$ cat config.mk
export PLATFORM = sky130hd
export DESIGN_NAME = nibble_serial_adder
export DESIGN_NICKNAME = d
export VERILOG_FILES = /design/src/rtl/nibble_adder_pkg.sv /design/src/rtl/nibble_serial_adder_fulladder4.sv /design/src/rtl/nibble_serial_adder.sv
export SDC_FILE = /design/constraint.sdc
export NUM_CORES = 1
export LEC_CHECK = 0
export ABC_AREA = 1
export CAP_MARGIN = 15
export CELL_PAD_IN_SITES_DETAIL_PLACEMENT = 1
export CELL_PAD_IN_SITES_GLOBAL_PLACEMENT = 1
export CORE_ASPECT_RATIO = 1.4
export CORE_MARGIN = 4
export CORE_UTILIZATION = 37
export DETAILED_ROUTE_END_ITERATION = 16
export PLACE_DENSITY_LB_ADDON = 0.1
export SETUP_SLACK_MARGIN = 0.5
export SYNTH_ARGS = -nofsm -noshare
export SYNTH_HDL_FRONTEND = slang
export SYNTH_SLANG_ARGS = --single-unit
$ cat constraint.sdc
create_clock -name clk_i -period 2.84 [get_ports clk_i]
set_input_delay 0.284 -clock clk_i [delete_from_list [all_inputs] [get_ports clk_i]]
set_output_delay 0.284 -clock clk_i [all_outputs]
set_load 0.02 [all_outputs]
$ cat src/rtl/nibble_adder_pkg.sv
// Shared types and sizing helpers for the nibble-serial adder.
// Exports: state_e, NIBBLE_W, nibbles().
package nibble_adder_pkg;

  localparam int NIBBLE_W = 4;

  typedef enum logic [1:0] {
    IDLE,
    CALC,
    DONE
  } state_e;

  function automatic int nibbles(input int width);
    return width / NIBBLE_W;
  endfunction

endpackage

$ cat src/rtl/nibble_serial_adder_fulladder4.sv
// 4-bit ripple-carry adder slice, shared by the serial sequencer.
// Ports: a_i, b_i, carry_i in; sum_o, carry_o out.
module fulladder4 (
  input  logic [3:0] a_i,
  input  logic [3:0] b_i,
  input  logic       carry_i,
  output logic [3:0] sum_o,
  output logic       carry_o
);

  logic [4:0] w_c;

  assign w_c[0] = carry_i;

  for (genvar i = 0; i < 4; i++) begin : g_bit
    assign sum_o[i]  = a_i[i] ^ b_i[i] ^ w_c[i];
    assign w_c[i+1]  = (a_i[i] & b_i[i])
                     | (w_c[i] & (a_i[i] ^ b_i[i]));
  end

  assign carry_o = w_c[4];

endmodule

$ cat src/rtl/nibble_serial_adder.sv
// WIDTH-bit add/sub done one nibble per cycle through a 4-bit slice.
// Ports: req valid/ready + operands in, rsp valid/ready + sum/flags out.
module nibble_serial_adder
  import nibble_adder_pkg::*;
#(
  parameter int WIDTH = 32
) (
  input  logic             clk_i,
  input  logic             rst_ni,
  input  logic             req_valid_i,
  output logic             req_ready_o,
  input  logic [WIDTH-1:0] a_i,
  input  logic [WIDTH-1:0] b_i,
  input  logic             carry_i,
  input  logic             sub_i,
  output logic             rsp_valid_o,
  input  logic             rsp_ready_i,
  output logic [WIDTH-1:0] sum_o,
  output logic             carry_o,
  output logic             overflow_o
);

  localparam int NIB = nibbles(WIDTH);
  localparam int CW  = (NIB > 1) ? $clog2(NIB) : 1;
  localparam logic [CW-1:0] LAST = CW'(NIB - 1);

  if ((WIDTH % NIBBLE_W) != 0 || WIDTH < 8) begin : g_bad_width
    $error("nibble_serial_adder: WIDTH must be a multiple of 4, >= 8");
  end

  state_e           r_state;
  state_e           w_next;
  logic [CW-1:0]    r_cnt;
  logic [WIDTH-1:0] r_a;
  logic [WIDTH-1:0] r_b;
  logic [WIDTH-1:0] r_acc;
  logic             r_c;
  logic             r_a_msb;
  logic             r_b_msb;
  logic [WIDTH-1:0] r_sum;
  logic             r_carry;
  logic             r_ovf;

  logic [3:0]       w_s;
  logic             w_co;
  logic             w_last;
  logic [WIDTH-1:0] w_b_in;
  logic [WIDTH-1:0] w_fin;

  fulladder4 u_slice (
    .a_i     (r_a[3:0]),
    .b_i     (r_b[3:0]),
    .carry_i (r_c),
    .sum_o   (w_s),
    .carry_o (w_co)
  );

  assign w_last = (r_cnt == LAST);
  assign w_b_in = sub_i ? ~b_i : b_i;
  assign w_fin  = {w_s, r_acc[WIDTH-1:NIBBLE_W]};

  always_ff @(posedge clk_i) begin
    if (!rst_ni) begin
      r_state <= IDLE;
    end else begin
      r_state <= w_next;
    end
  end

  always_comb begin
    w_next      = r_state;
    req_ready_o = 1'b0;
    rsp_valid_o = 1'b0;
    unique case (r_state)
      IDLE: begin
        req_ready_o = 1'b1;
        if (req_valid_i) w_next = CALC;
      end
      CALC: begin
        if (w_last) w_next = DONE;
      end
      DONE: begin
        rsp_valid_o = 1'b1;
        if (rsp_ready_i) w_next = IDLE;
      end
      default: w_next = IDLE;
    endcase
  end

  // Result registers load only on the last slice so the visible
  // outputs keep the previous answer while a new one is computed.
  always_ff @(posedge clk_i) begin
    if (!rst_ni) begin
      r_cnt   <= '0;
      r_a     <= '0;
      r_b     <= '0;
      r_acc   <= '0;
      r_c     <= 1'b0;
      r_a_msb <= 1'b0;
      r_b_msb <= 1'b0;
      r_sum   <= '0;
      r_carry <= 1'b0;
      r_ovf   <= 1'b0;
    end else begin
      unique case (r_state)
        IDLE: begin
          if (req_valid_i) begin
            r_a     <= a_i;
            r_b     <= w_b_in;
            r_c     <= sub_i | carry_i;
            r_a_msb <= a_i[WIDTH-1];
            r_b_msb <= w_b_in[WIDTH-1];
            r_cnt   <= '0;
          end
        end
        CALC: begin
          r_a   <= r_a >> NIBBLE_W;
          r_b   <= r_b >> NIBBLE_W;
          r_acc <= w_fin;
          r_c   <= w_co;
          r_cnt <= r_cnt + 1'b1;
          if (w_last) begin
            r_sum   <= w_fin;
            r_carry <= w_co;
            r_ovf   <= (r_a_msb == r_b_msb)
                     & (w_fin[WIDTH-1] != r_a_msb);
          end
        end
        default: ;
      endcase
    end
  end

  assign sum_o      = r_sum;
  assign carry_o    = r_carry;
  assign overflow_o = r_ovf;

endmodule

; ---- Yosys cells after proc, flatten, opt, wreduce, memory -nomap -nowiden
; Index checks and enable logic that the tools add are counted.
[totals]
reg_bits = 138
latchBits = 0
ram_bits = 0
romBits = 0
input_bits = 70
out_inout_bits = 36
wordCells = 64
mem_count = 0
[classes]
add_sub_neg = 1
multipliers = 0
div = 0
n_lt_le_gt_ge = 0
n_eq_ne = 8
shift = 0
muxes = 15
bitwise = 23
n_reduce_logical = 6
[op_table]
columns = cell, count
row1 = case mux 32 bit (2 select lines), 2
row2 = two-way mux 32 bit, 3
row3 = inverter 32 bit, 1
row4 = bitwise AND 1 bit, 9
row5 = XOR 1 bit, 8
row6 = two-way mux 2 bit, 3
row7 = "!= test 2 bit, second input constant", 3
row8 = case mux 2 bit (3 select lines), 1
row9 = case mux 3 bit (2 select lines), 1
row10 = AND reduction 2 bit, 3
row11 = bitwise OR 1 bit, 5
row12 = "adder 3 x 1 -> 3 bit, second input constant", 1
row13 = "== test 3 bit, second input constant", 1
row14 = two-way mux 1 bit, 3
row15 = two-way mux 3 bit, 1
row16 = AND reduction 3 bit, 1
row17 = "== test 2 x 1 -> 1 bit, second input constant", 1
row18 = "== test 2 bit, second input constant", 1
row19 = logical NOT 2 bit, 1
row20 = case mux 1 bit (2 select lines), 1
row21 = nonzero test 2 bit, 1
row22 = == test 1 bit, 1
row23 = != test 1 bit, 1

; ---- Logic depth before layout (Yosys ltp)
[logic_depth]
word_depth = 10
depth_mapped = 12
ltp_nobuf = 12

; ---- Hierarchy
; A second synthesis with hierarchy kept.
[hier_totals]
cells_unflattened = 918
hier_area_um2 = 5949.5
[by_module_without_submodules]
columns = mod, instances, cells_each, area_each_um2, seq_area_each_um2
row1 = nibble_serial_adder, 1, 904, 5831.8, 2682.6
row2 = fulladder4, 1, 14, 117.6, 0.0

; ---- Worst setup path after synthesis
; Ideal clock, no wire load.
[synth_timing]
kind = reg2reg
from = reg r_a[0]
to = reg r_ovf (netlist: overflow_o)
setup_ns = 0.111
t_arrival_ns = 2.058
required_time_ns = 2.729
slack_ns = 0.671
path_stages_with_launch = 12
n_path_buf = 0
synth_period_minus_slack_ns = 2.169
cell_sequence = dfxtp_1 > fa_1 > inv_1 > fa_1 > inv_1 > fa_1 > inv_1 > fa_1 > nand3_1 > nand3_1 > nand3_1 > inv_1
[synth_between]
elab_chain_cells = 10
word_cells_on_any_way = 11
cone_classes = eq/ne (1) / bitwise (10)
[synth_lines]
columns = item, line
row1 = "start, declared", nibble_serial_adder.sv:34  ; logic [WIDTH-1:0] r_a;
row2 = "start signal, assigned", nibble_serial_adder.sv:108  ; r_a <= a_i;
row3 = "start signal, assigned", nibble_serial_adder.sv:117  ; r_a <= r_a >> NIBBLE_W;
row4 = XOR 1 bit, nibble_serial_adder_fulladder4.sv:18  ; | (w_c[i] & (a_i[i] ^ b_i[i]));
row5 = bitwise AND 1 bit, nibble_serial_adder_fulladder4.sv:18
row6 = bitwise OR 1 bit *, nibble_serial_adder_fulladder4.sv:18
row7 = bitwise AND 1 bit *, nibble_serial_adder_fulladder4.sv:18
row8 = bitwise OR 1 bit *, nibble_serial_adder_fulladder4.sv:18
row9 = bitwise AND 1 bit *, nibble_serial_adder_fulladder4.sv:18
row10 = bitwise OR 1 bit *, nibble_serial_adder_fulladder4.sv:18
row11 = XOR 1 bit *, nibble_serial_adder_fulladder4.sv:16  ; assign sum_o[i] = a_i[i] ^ b_i[i] ^ w_c[i];
row12 = != test 1 bit *, nibble_serial_adder.sv:126  ; & (w_fin[WIDTH-1] != r_a_msb);
row13 = bitwise AND 1 bit *, nibble_serial_adder.sv:126
row14 = "end signal, assigned", nibble_serial_adder.sv:125  ; r_ovf <= (r_a_msb == r_b_msb)
row15 = "end, declared", nibble_serial_adder.sv:42  ; logic r_ovf;
; Every way passes the cells marked *; elsewhere a longest branch is shown, timed or not.
; A chain may end at the register's enable or synchronous reset.

; ---- Worst setup path after layout
; Same ends and word-level chain as after synthesis.

==> impl_metrics.csv <==
group,metric,value,unit
drt,drt_iter0_drc,257,
floorplan,dieWidth,115,um
drt,drc,0,
synthesis,synthesis.instances,918,
cells_and_area,drive_gt1_share,5.54,%
critical_path,worst_ep_arrival_time,2570,ps
critical_path,critPathCaptureType,"flip-flop",
run,max-cap-violations,0,
drt,ant_nets,0,
clock_network,cts_setup_buffers,0,
floorplan,core_area,15700,um2
critical_path,ff2ff_path_depth,11,
drt,wl,16600,um
sta,clock-skew-final,7.19,ps
sta,hold_ws,380,ps
power,vdd_ir_drop_max,429,uV
cells_and_area,final_cell_mix,"nand2_1, nor2_1, dfxtp_1",
sta,fin_ws,582,ps
power,leakage,3.77,nW
global_routing,gr-total-overflow,0,
drt,wl_per_cell,13.8,um
power,total_power,4.75,mW
worst_hold_path,min_path_type,"in2reg",
placed_design,hpwl,10800,um
clock_network,ctsHtreeMaxLevel,4,
synthesis,ys_ff_latch,134,
drt,via_per_inst,4.78,
critical_path,rr_endpoint,"overflow_o",
cells_and_area,fillers,2085,
power,power.density,618,nW/um2
synthesis,ys_types,20,
critical_path,required,3150,ps
sta,slew-limit-headroom,37.1,%
clock_network,clock-sinks,134,
critical_path,worst-path-max-fanout,3,
sta,worstMarginPinSlew,942,ps
synthesis,syn_nets,994,
sta,maxClockFrequency,443,MHz
sta,finalCritPeriodShare,79.5,%
status,outcome,"completed",
clock_network,clockRootBuffer,"clkbuf_16",
synthesis,syn-cell-area,5960,um2
cells_and_area,area_growth,29.0,%
synthesis,synth_area_per_cell,6.50,um2
placed_design,gp_congestion,0.732,
sta,setup_viol,0,
placed_design,io_buffer_count,105,
global_routing,first_global_vias,5602,
floorplan,io_pins,106,
drt,vias,5770,
clock_network,postCtsHoldBufs,0,
floorplan,die_area,18200,um2
critical_path,r2r_start,"r_a[0]",
critical_path,crit_path_start_kind,"flip-flop",
global_routing,grt_start_max_net_pins,68,
clock_network,clock_latency,420,ps
critical_path,crit_type,"reg2reg",
cells_and_area,layout.nets,1073,
clock_network,cts.clk_slew.worst_paths,60,ps
sta,drv_slew,0,
cells_and_area,diodes,0,
clock_network,clockBufferDepth,2,
global_routing,antenna_found_initial,0,
critical_path,r2r_slack,580,ps
cells_and_area,final_common_cell,"nand2_1",
critical_path,crit_path_end,"overflow_o",
global_routing,grt_pass1_wl,26900,um
sta,rsz0062_at_grt,"yes",
global_routing,grt_usage,18.5,%
clock_network,numCtsBuffers,17,
clock_network,tritoncts,"yes",
critical_path,startpoint,"r_a[0]",
floorplan,rows,54,
floorplan,die_h,158,um
sta,tns,0,ps
drt,drtPass1Iterations,4,
floorplan,start_util,38.0,%
placed_design,dp_slack,532,ps
synthesis,yosysWarningCount,0,
sta,period_needed,2260,ps
sta,hold_viol_final,0,
synthesis,yosysSeqAreaShare,45.0,%
[critical path, stage by stage (launching register included)]
cell and delay [ps]:
dfxtp_2 330, fa_2 380, inv_2 70, fa_2 170
inv_1 50, fa_2 330, inv_2 60, fa_1 450
nand3_1 100, nand3_1 80, nand3_1 100, inv_1 50
[cell usage after synthesis]
cell	instances	area (um2)
nand2_2	1	6.26
fa_1	4	80.1
nor2_4	1	11.3
nor2_1	175	657
nor2_2	1	6.26
buf_4	2	15.0
o21ai_2	1	8.76
nand2_1	318	1190
clkbuf_1	23	86.3
inv_2	2	7.51
nand3_1	32	160
xor2_1	4	35.0
buf_1	2	7.51
o21ai_0	77	385
buf_2	28	140
a21oi_1	19	95.1
o21ai_1	12	60.1
inv_1	80	300
ha_1	2	25.0
dfxtp_1	134	2680
[logic make-up (layout without fill, tap and decap cells)]
logic type	Yosys count	count (layout)	share of synthesized area [%]
adder cells (fa/ha/maj)	6	6	1.76
AND/OR/NAND/NOR	528	528	34.1
AO/OA/AOI/OAI	109	109	9.21
flip-flops	134	134	45.0
buffers and inverters	137	229	9.34
XOR/XNOR	4	4	0.587
[final cells by class]
type / instances / area (um2) / share of cell area (%)
Clock buffer: 18 / 439 / 5.71
Clock inverter: 14 / 128 / 1.66
Inverter: 82 / 308 / 4.00
Multi-Input combinational cell: 647 / 2740 / 35.6
Sequential cell: 134 / 2680 / 34.9
Tap cell: 196 / 245 / 3.19
Timing Repair Buffer: 115 / 1150 / 14.9
[per-layer routing]
metal | vias up | track usage, % | share of wire (%)
met5 | - | 0 | 0
met4 | 0 | 6.94 | 2.1
met3 | 21 | 3.94 | 3.2
met2 | 89 | 33.1 | 51
met1 | 2710 | 21.5 | 43
li1 | 2950 | - | -
[flip-flops by register name, summed over array words and instances, names as in the netlist]
signal / count
carry_o: 1
overflow_o: 1
r_a: 32
r_a_msb: 1
r_acc: 28
r_b: 32
r_b_msb: 1
r_c: 1
r_cnt: 3
r_state: 2
sum_o: 32
[worst min-delay path by stage]
stage                     depth (start not counted)  startpoint        to  slack (ps)
after floorplan                                   2     a_i[28]   r_a[28]         430
after global placement                            1    r_cnt[0]  r_cnt[0]         440
after detailed placement                          1    r_cnt[0]  r_cnt[0]         450
after CTS                                         3      rst_ni   r_b[18]         360
after global routing                              3      rst_ni   r_b[17]         400
final                                             3      rst_ni   r_b[13]         380
[timing repair]
action | 4_1_cts | 5_1_grt
endpoints found under the setup margin | 0 | 2
resized for setup | 0 | 7
hold endpoints to repair | 0 | 0
[metrics by stage]
stage | cells | util (%) | area (um2)
floorplan | 918 | - | 5960
global placement | 1174 | 45.4 | 7120
detailed placement | 1174 | 45.4 | 7120
CTS | 1206 | 49.0 | 7680
global route | 1206 | 49.1 | 7690
finish | 1206 | 49.1 | 7690
[power by group]
part	total, mW	switching, mW	internal (mW)	leakage (nW)
registers	2.07	0.0725	2.00	1.10
clock network	2.09	0.862	1.23	0.269
logic	0.591	0.345	0.246	2.41
total	4.75	1.28	3.47	3.77
No activity file was read; power rests on OpenSTA's default activity.
